==> src/rtl/i2c_slave_regs.sv <==
// I2C register target: START/STOP/Sr decode, 7-bit address match, pointer-based writes and sequential reads.
// Latency: SDA follows a pin SCL fall by at most FILT_LEN+3 clk; no backpressure, SCL is never stretched.
module i2c_slave_regs #(
  parameter logic [6:0]  SLAVE_ADDR = 7'h1a,
  parameter int unsigned FILT_LEN   = 3
) (
  input  logic       clk_50m,
  input  logic       rst,
  input  logic       scl_in,
  input  logic       sda_in,
  output logic       sda_oe,
  output logic       wr_en,
  output logic [7:0] wr_addr,
  output logic [7:0] wr_data,
  output logic [7:0] rd_addr,
  input  logic [7:0] rd_data,
  output logic       busy
);

  typedef enum logic [3:0] {
    IDLE, ADDR, ADDR_ACK, REG, REG_ACK, WDATA, WDATA_ACK, RDATA, RDATA_ACK
  } state_t;

  // One conditioned pin: 2-FF synchronizer, stability filter and previous filtered level.
  typedef struct packed {
    logic       s1;
    logic       s2;
    logic       lvl;
    logic       prev;
    logic [2:0] cnt;
  } line_t;

  localparam logic [2:0] FILT_LAST = 3'(FILT_LEN - 1);
  localparam line_t LINE_IDLE = '{s1: 1'b1, s2: 1'b1, lvl: 1'b1, prev: 1'b1, cnt: 3'd0};

  function automatic line_t line_step(input line_t cur, input logic raw);
    line_t nxt;
    nxt      = cur;
    nxt.s1   = raw;
    nxt.s2   = cur.s1;
    nxt.prev = cur.lvl;
    if (cur.s2 != cur.lvl) begin
      if (cur.cnt == FILT_LAST) begin
        nxt.lvl = cur.s2;
        nxt.cnt = 3'd0;
      end else begin
        nxt.cnt = cur.cnt + 3'd1;
      end
    end else begin
      nxt.cnt = 3'd0;
    end
    return nxt;
  endfunction

  line_t scl_l;
  line_t sda_l;

  always_ff @(posedge clk_50m) begin
    if (rst) begin
      scl_l <= LINE_IDLE;
      sda_l <= LINE_IDLE;
    end else begin
      scl_l <= line_step(scl_l, scl_in);
      sda_l <= line_step(sda_l, sda_in);
    end
  end

  logic scl_rise;
  logic scl_fall;
  logic sda_rise;
  logic sda_fall;
  logic start_cond;
  logic stop_cond;

  assign scl_rise   = scl_l.lvl & ~scl_l.prev;
  assign scl_fall   = ~scl_l.lvl & scl_l.prev;
  assign sda_rise   = sda_l.lvl & ~sda_l.prev;
  assign sda_fall   = ~sda_l.lvl & sda_l.prev;
  assign start_cond = sda_fall & scl_l.lvl;
  assign stop_cond  = sda_rise & scl_l.lvl;

  state_t     state;
  logic [3:0] bit_cnt;
  logic [6:0] shreg;
  logic [7:0] tx_byte;
  logic [7:0] pointer;
  logic       rw;
  logic [7:0] rx_byte;

  assign rx_byte = {shreg, sda_l.lvl};
  assign rd_addr = pointer;

  always_ff @(posedge clk_50m) begin
    if (rst) begin
      state   <= IDLE;
      bit_cnt <= 4'd0;
      shreg   <= 7'd0;
      tx_byte <= 8'd0;
      pointer <= 8'd0;
      rw      <= 1'b0;
      sda_oe  <= 1'b0;
      busy    <= 1'b0;
      wr_en   <= 1'b0;
      wr_addr <= 8'd0;
      wr_data <= 8'd0;
    end else begin
      wr_en <= 1'b0;
      if (start_cond) begin
        state   <= ADDR;
        bit_cnt <= 4'd0;
        sda_oe  <= 1'b0;
      end else if (stop_cond) begin
        state   <= IDLE;
        bit_cnt <= 4'd0;
        sda_oe  <= 1'b0;
        busy    <= 1'b0;
      end else begin
        case (state)
          ADDR, REG, WDATA: begin
            if (scl_rise && bit_cnt != 4'd8) begin
              shreg   <= rx_byte[6:0];
              bit_cnt <= bit_cnt + 4'd1;
              if (bit_cnt == 4'd7) begin
                if (state == ADDR) begin
                  if (rx_byte[7:1] != SLAVE_ADDR) begin
                    state <= IDLE;
                    busy  <= 1'b0;
                  end
                  rw <= rx_byte[0];
                end else if (state == REG) begin
                  pointer <= rx_byte;
                end else begin
                  wr_en   <= 1'b1;
                  wr_addr <= pointer;
                  wr_data <= rx_byte;
                  pointer <= pointer + 8'd1;
                end
              end
            end else if (scl_fall && bit_cnt == 4'd8) begin
              sda_oe  <= 1'b1;
              bit_cnt <= 4'd0;
              if (state == ADDR) begin
                busy  <= 1'b1;
                state <= ADDR_ACK;
              end else if (state == REG) begin
                state <= REG_ACK;
              end else begin
                state <= WDATA_ACK;
              end
            end
          end
          ADDR_ACK: begin
            if (scl_fall) begin
              bit_cnt <= 4'd0;
              if (rw) begin
                tx_byte <= {rd_data[6:0], 1'b0};
                sda_oe  <= ~rd_data[7];
                state   <= RDATA;
              end else begin
                sda_oe <= 1'b0;
                state  <= REG;
              end
            end
          end
          REG_ACK, WDATA_ACK: begin
            if (scl_fall) begin
              sda_oe  <= 1'b0;
              bit_cnt <= 4'd0;
              state   <= WDATA;
            end
          end
          RDATA: begin
            if (scl_rise && bit_cnt != 4'd8) begin
              bit_cnt <= bit_cnt + 4'd1;
            end else if (scl_fall) begin
              if (bit_cnt == 4'd8) begin
                sda_oe  <= 1'b0;
                bit_cnt <= 4'd0;
                state   <= RDATA_ACK;
              end else begin
                sda_oe  <= ~tx_byte[7];
                tx_byte <= tx_byte << 1;
              end
            end
          end
          RDATA_ACK: begin
            // bit_cnt==1 marks "master ACKed, next byte starts on the coming fall"
            if (scl_rise) begin
              pointer <= pointer + 8'd1;
              if (!sda_l.lvl) begin
                bit_cnt <= 4'd1;
              end else begin
                state <= IDLE;
              end
            end else if (scl_fall && bit_cnt == 4'd1) begin
              tx_byte <= {rd_data[6:0], 1'b0};
              sda_oe  <= ~rd_data[7];
              bit_cnt <= 4'd0;
              state   <= RDATA;
            end
          end
          default: begin
            bit_cnt <= 4'd0;
          end
        endcase
      end
    end
  end

endmodule

==> config.mk <==
export PLATFORM = sky130hd
export DESIGN_NAME = i2c_slave_regs
export DESIGN_NICKNAME = d
export VERILOG_FILES = /design/src/rtl/i2c_slave_regs.sv
export SDC_FILE = /design/constraint.sdc
export NUM_CORES = 1
export LEC_CHECK = 0
export BUFFER_PORTS_ARGS = -buffer_cell sky130_fd_sc_hd__buf_2
export CAP_MARGIN = 20
export CELL_PAD_IN_SITES_DETAIL_PLACEMENT = 0
export CELL_PAD_IN_SITES_GLOBAL_PLACEMENT = 1
export CORE_MARGIN = 1.5
export CORE_UTILIZATION = 40
export CTS_CLUSTER_SIZE = 16
export DETAILED_ROUTE_END_ITERATION = 7
export GPL_ROUTABILITY_DRIVEN = 0
export PLACE_DENSITY = 0.83
export SLEW_MARGIN = 15
export SYNTH_ARGS = -nofsm -noshare
export SYNTH_HDL_FRONTEND = slang
export SYNTH_SLANG_ARGS = --single-unit
==> constraint.sdc <==
create_clock -name clk_50m -period 2.2 [get_ports clk_50m]
set_clock_uncertainty 0.1 [all_clocks]
set_input_delay 0.22 -clock clk_50m [delete_from_list [all_inputs] [get_ports clk_50m]]
set_output_delay 0.22 -clock clk_50m [all_outputs]
set_load 0.03 [all_outputs]
# Word-level counts from Yosys, hierarchy flattened
# Index checks and enable logic that the tools add are counted.
[op_classes] order_cmp=0 n_addsub=4 n_bitwise=21 mul=0 div_mod_pow=0 shifts=0 n_mux=63 eq_ne=55 n_reduce_logical=29
[ops] op="$mux 8" n=12
[ops] op="$mux 4" n=22
[ops] op="$ne 2x2->1 const B" n=15
[ops] op="$ne 5x5->1 const B" n=6
[ops] op="$ne 3x3->1 const B" n=9
[ops] op="$ne 4x4->1 const B" n=6
[ops] op="$pmux 8 s3" n=1
[ops] op="$reduce_and 12->1" n=2
[ops] op="$mux 1" n=21
[ops] op="$eq 4x3->1 const B" n=5
[ops] op="$pmux 4 s5" n=1
[ops] op="$reduce_and 6->1" n=3
[ops] op="$pmux 4 s4" n=1
[ops] op="$pmux 8 s2" n=1
[ops] op="$not 1->1" n=15
[ops] op="$reduce_or 3->1" n=5
[ops] op="$reduce_and 7->1" n=2
[ops] op="$reduce_and 10->1" n=1
[ops] op="$reduce_and 9->1" n=1
[ops] op="$add 8x1->8 const B" n=1
[ops] op="$eq 4x1->1 const B" n=2
[ops] op="$eq 4x2->1 const B" n=2
[ops] op="$eq 4x4->1 const B" n=2
[ops] op="$ne 7x5->1 const B" n=1
[ops] op="19 further kinds" n=35
[word_totals] latchBits=0 input_bits=12 ram_bits=0 word_cells=194 reg_bits=65 memories=0 output_inout_bits=27 romBits=0

# Longest topological paths before layout
[depth] ltp_word=8 ltp_mapped=10 depth_no_buf=8

# Worst setup path after synthesis
# Ideal clock, no wire load.
[synth_timing] path_type="register to register" startpoint="register bit_cnt[0]" endpoint="register wr_addr[0]" path_stages_with_launch=11 slack_ns=0.005 synth_period_minus_slack_ns=2.195 t_required_ns=1.972 arrival_time_ns=1.967 path_buffers=2 setup_time_ns=0.128 path_cell_list="dfxtp_1 > inv_1 > ha_1 > nand3b_4 > nand2_2 > nor3_4 > o211ai_2 > buf_6 > buf_6 > mux2i_1 > nor2_1"
[synth_between] elab_chain_cells=3 word_cells_on_any_way=4 classes_between="eq/ne: 2; reduce/logical: 2"
[synth_rtl] item="from (decl)" line_no="83" source="logic [3:0] bit_cnt;"
[synth_rtl] item="from (signal assigned)" line_no="122" source="bit_cnt <= bit_cnt + 4'd1;"
[synth_rtl] item="from (signal assigned)" line_no="174" source="bit_cnt <= bit_cnt + 4'd1;"
[synth_rtl] item="$ne 4x4->1" line_no="120" source="if (scl_rise && bit_cnt != 4'd8) begin"
[synth_rtl] item="$logic_and 1x1->1" line_no="120"
[synth_rtl] item="$reduce_and 7->1 (no source line) *"
[synth_rtl] item="to (signal assigned)" line_no="134" source="wr_addr <= pointer;"
[synth_rtl] item="to (decl)" line_no="13" source="output logic [7:0] wr_addr,"
# Every way passes the cells marked *; elsewhere a longest branch is shown, timed or not.
# A chain may end at the register's enable or synchronous reset.

# Worst setup path after layout
[layout_timing] startpoint="register state[1]" endpoint="register state[0]"
[layout_between] elab_chain_cells=7 word_cells_on_any_way=29 classes_between="eq/ne: 19; mux: 6; reduce/logical: 4"
[layout_rtl] item="from (decl)" line_no="82" source="state_t state;"
[layout_rtl] item="from (signal assigned)" line_no="95" source="state <= IDLE;"
[layout_rtl] item="from (signal assigned)" line_no="109" source="state <= ADDR;"
[layout_rtl] item="from (signal assigned)" line_no="113" source="state <= IDLE;"
[layout_rtl] item="$eq 4x1->1" line_no="118, 124, 142"
[layout_rtl] item="$mux 3" line_no="142" source="if (state == ADDR) begin"
[layout_rtl] item="$mux 4" line_no="139" source="end else if (scl_fall && bit_cnt == 4'd8) begin"
[layout_rtl] item="$mux 4" line_no="120"
[layout_rtl] item="$pmux 4 s5" line_no="118" source="case (state)"
[layout_rtl] item="$mux 1" line_no="112" source="end else if (stop_cond) begin"
[layout_rtl] item="$mux 1" line_no="108" source="if (start_cond) begin"
# Parallel ways exist; a longest one is shown, timed or not. The select of a mux whose other input is x is not followed.

==> impl_metrics.env <==
export IMPL_pre_cts_ws_ns=-0.0770
export IMPL_drt_iter0_markers=200
export IMPL_route_vias_total=2966
export IMPL_ys_seq_elements=64
export IMPL_dp_cells=516
export IMPL_period_needed_ns=2.14
export IMPL_use_met3_pct=3.66
export IMPL_wl_um=7990
export IMPL_via_per_inst=5.52
export IMPL_r2r_start="state[1]"
export IMPL_critPathTopFamily="simple AND/OR/NAND/NOR gates"
export IMPL_synth_top_family_by_area="simple AND/OR/NAND/NOR gates"
export IMPL_crit_buf_inv=1
export IMPL_min_from="rd_data[0]"
export IMPL_synth_edf_count=0
export IMPL_ys_warn_count=0
export IMPL_p_leak_nw=1.75
export IMPL_dpl_hpwl_um=5670
export IMPL_critPathMaxStageDelay_ns=0.56
export IMPL_maxCapViolCount=0
export IMPL_yosysUniqueCellTypes=61
export IMPL_crit_arrival_ns=2.29
export IMPL_netlist_instances=368
export IMPL_reg2regPathDepth=6
export IMPL_cp_end_kind="flip-flop"
export IMPL_r2r_slack_ns=0.06
export IMPL_numPortBuffers=38
export IMPL_nFillCells=725
export IMPL_yosysSeqAreaShare_pct=39.2
export IMPL_track_usage_pct=18.8
export IMPL_startpoint="state[1]"
export IMPL_crit_slowest_cell="or4b_1"
export IMPL_grt_pass1_vias=2698
export IMPL_top_usage_layer="met2"
export IMPL_clk_pin_slew_ns=0.07
export IMPL_async_flop_share_pct=0
export IMPL_first_pass_iters=5
export IMPL_root_buffer="clkbuf_8"
export IMPL_synth_simple_gate_area_share_pct=22.8
export IMPL_crit_required_ns=2.35
export IMPL_ir_drop_uv=488
export IMPL_row_count=32
export IMPL_cts_buffers=9
export IMPL_h_tree_depth=3
export IMPL_synth_area_mux_share_pct=11.0
export IMPL_power_density_nw_per_um2=765
export IMPL_crit_chain="or4b_1 -> buf_4 -> nor4_2 -> a211oi_2 -> a21o_1 -> a221oi_2"
export IMPL_avgRoutedWirePerCell_um=14.9
export IMPL_start_kind="flip-flop"
export IMPL_cts_sinks=64
export IMPL_multi_input_area_um2=1910
export IMPL_drv_slew=0
export IMPL_timing_final_crit_share_pct=97.2
export IMPL_antenna_found_initial=0
export IMPL_worst_pin_slew_ns=0.472
export IMPL_grt_pass1_wl_um=13000
export IMPL_hold_viol_final=0
export IMPL_crit_end="state[0]"
export IMPL_start_util_pct=41.9
export IMPL_postRouteAntennaNets=0
export IMPL_status="finished, final reports clean"
export IMPL_syn_avg_cell_area_um2=8.89
export IMPL_fin_cells=537
export IMPL_finalSetupViolations=0
export IMPL_regArea_um2=1290
export IMPL_synth_xor_area_share_pct=0.803
export IMPL_worst_slack_ns=0.0606
export IMPL_drc=0
export IMPL_grt_util_met1_pct=25.3
export IMPL_cts_tree="done"
export IMPL_synth_fa_ha_area_share_pct=3.06
export IMPL_syn_nets=388
export IMPL_chipHeight_um=93.4
export IMPL_synth_compound_area_share_pct=18.4
export IMPL_slew_headroom_pct=68.5
export IMPL_path_class="flip-flop to flip-flop"
export IMPL_gr_total_overflow=0
export IMPL_use_met2_pct=28.6
export IMPL_insertion_delay_ns=0.34
export IMPL_fin_tns_setup_ns=0
export IMPL_fin_nets=450
export IMPL_clockBufferDepth=2
export IMPL_die_w_um=93.4
export IMPL_hold_path_class="primary input to flip-flop"
export IMPL_grt_max_degree=32
export IMPL_crit_fanout=10
export IMPL_n_antenna_cell=0
export IMPL_area_growth_pct=24.1
export IMPL_timing_rr_end="state[0]"
export IMPL_die_area_um2=8730
export IMPL_layout_drive_gt1_share_pct=29.0
export IMPL_fmax_ghz=0.467
export IMPL_ios=39
export IMPL_path_depth=6
export IMPL_syn_area_um2=3270
export IMPL_core_area_um2=7810
export IMPL_synthFlopType="dfxtp_1"
[what timing repair did]
item | 4_1_cts | 5_1_grt
endpoints found under the hold margin | 2 | 0
hold buffers | 2 | 0
gates resized for setup | 1 | 21
setup endpoints to repair | 7 | 32
pin swaps | 0 | 2
setup buffers | 0 | 3
[power by group]
group,leakage (nW),switching (W),internal (W)
clock network,0.101,0.000455,0.000581
registers,0.520,0.0000564,0.00119
logic,1.13,0.000461,0.000359
total,1.75,0.000972,0.00213
[cell families (layout without fill, tap and decap cells)]
| kind of cell | Yosys count | after routing |
|---|---|---|
| AO/OA/AOI/OAI | 84 | 84 |
| XOR/XNOR | 3 | 3 |
| adder cells (fa/ha/maj) | 8 | 8 |
| buffers and inverters | 31 | 98 |
| flip-flops | 64 | 64 |
| multiplexers | 36 | 36 |
| AND/OR/NAND/NOR | 142 | 142 |
[registers in the layout, summed over array words and instances, names as in the netlist]
name     count
wr_data      8
busy         1
shreg        7
rx_byte      1
scl_l        7
wr_en        1
sda_l        6
tx_byte      7
rw           1
wr_addr      8
bit_cnt      4
state        4
rd_addr      8
sda_oe       1
[worst min-delay path, cell delays in order]
cell	delay [ns]
buf_2	0.09
nand3_1	0.06
a21oi_1	0.06
[worst min-delay path by stage]
stage	to	depth (start not counted)	slack, ns
3_5_place_dp	sda_l[5]	1	0.29
6_report	tx_byte[1]	3	0.04
5_1_grt	tx_byte[1]	3	0.06
3_3_place_gp	sda_l[5]	1	0.29
2_1_floorplan	scl_l[6]	1	0.22
4_1_cts	tx_byte[1]	3	0.03
[metal layers]
| layer | share of wire, % | wire [um] |
|---|---|---|
| met1 | 47 | 3760 |
| met2 | 46 | 3680 |
| met3 | 4.0 | 317 |
| met4 | 3.0 | 239 |
| met5 | 0 | 0 |
[final cells by class]
cell class	instances	share of cell area, %
clock buffer	11	3.73
clock inverter	5	1.36
inverter	7	0.647
multi-input combinational	273	47.1
sequential	64	31.7
tap	102	3.14
timing repair buffer	75	12.4
[per-stage QoR]
stage / area (um^2) / hold slack, ns / util [%] / power, W
after floorplan: 3270 / 0.224 / - / 0.00176
after global placement: 3710 / 0.291 / 47.5 / 0.00201
after detailed placement: 3710 / 0.293 / 47.5 / 0.00201
after CTS: 3950 / 0.0315 / 50.5 / 0.00306
after global routing: 4060 / 0.0561 / 52.0 / 0.00326
final: 4060 / 0.0422 / 52.0 / 0.00311
[synthesized netlist by cell type (all sizes together), types with 3 or more instances]
cell / n / area share (%)
a22oi: 6 / 1.4
clkbuf: 12 / 1.4
nor2b: 7 / 1.4
o31ai: 5 / 1.1
o21ai: 15 / 2.3
a21oi: 18 / 2.9
nand3: 6 / 0.92
nand2b: 5 / 0.96
buf: 12 / 2.6
nor4b: 3 / 1.3
mux2i: 36 / 11
nor2: 63 / 7.2
and3: 5 / 0.96
ha: 8 / 3.1
or3: 4 / 0.76
nand2: 18 / 2.4
a211oi: 9 / 2.5
or2: 8 / 1.5
nor3: 8 / 1.6
a22o: 4 / 1.1
dfxtp: 64 / 39
inv: 7 / 0.80
a31oi: 4 / 0.76
[cells in the final DEF, fill, tap and decap left out, drive strengths merged, types with 6 or more instances in the layout]
cell type  synthesis  routed
a211oi             9       9
nand3              6       6
a21oi             18      18
inv                7       7
nor3               8       8
or2                8       8
mux2i             36      36
dfxtp             64      64
o21ai             15      15
nand2             18      18
a22oi              6       6
buf               12      73
nor2b              7       7
clkbuf            12      11
nor2              63      63
ha                 8       8
Note: power is estimated with default switching activity, not from simulation.
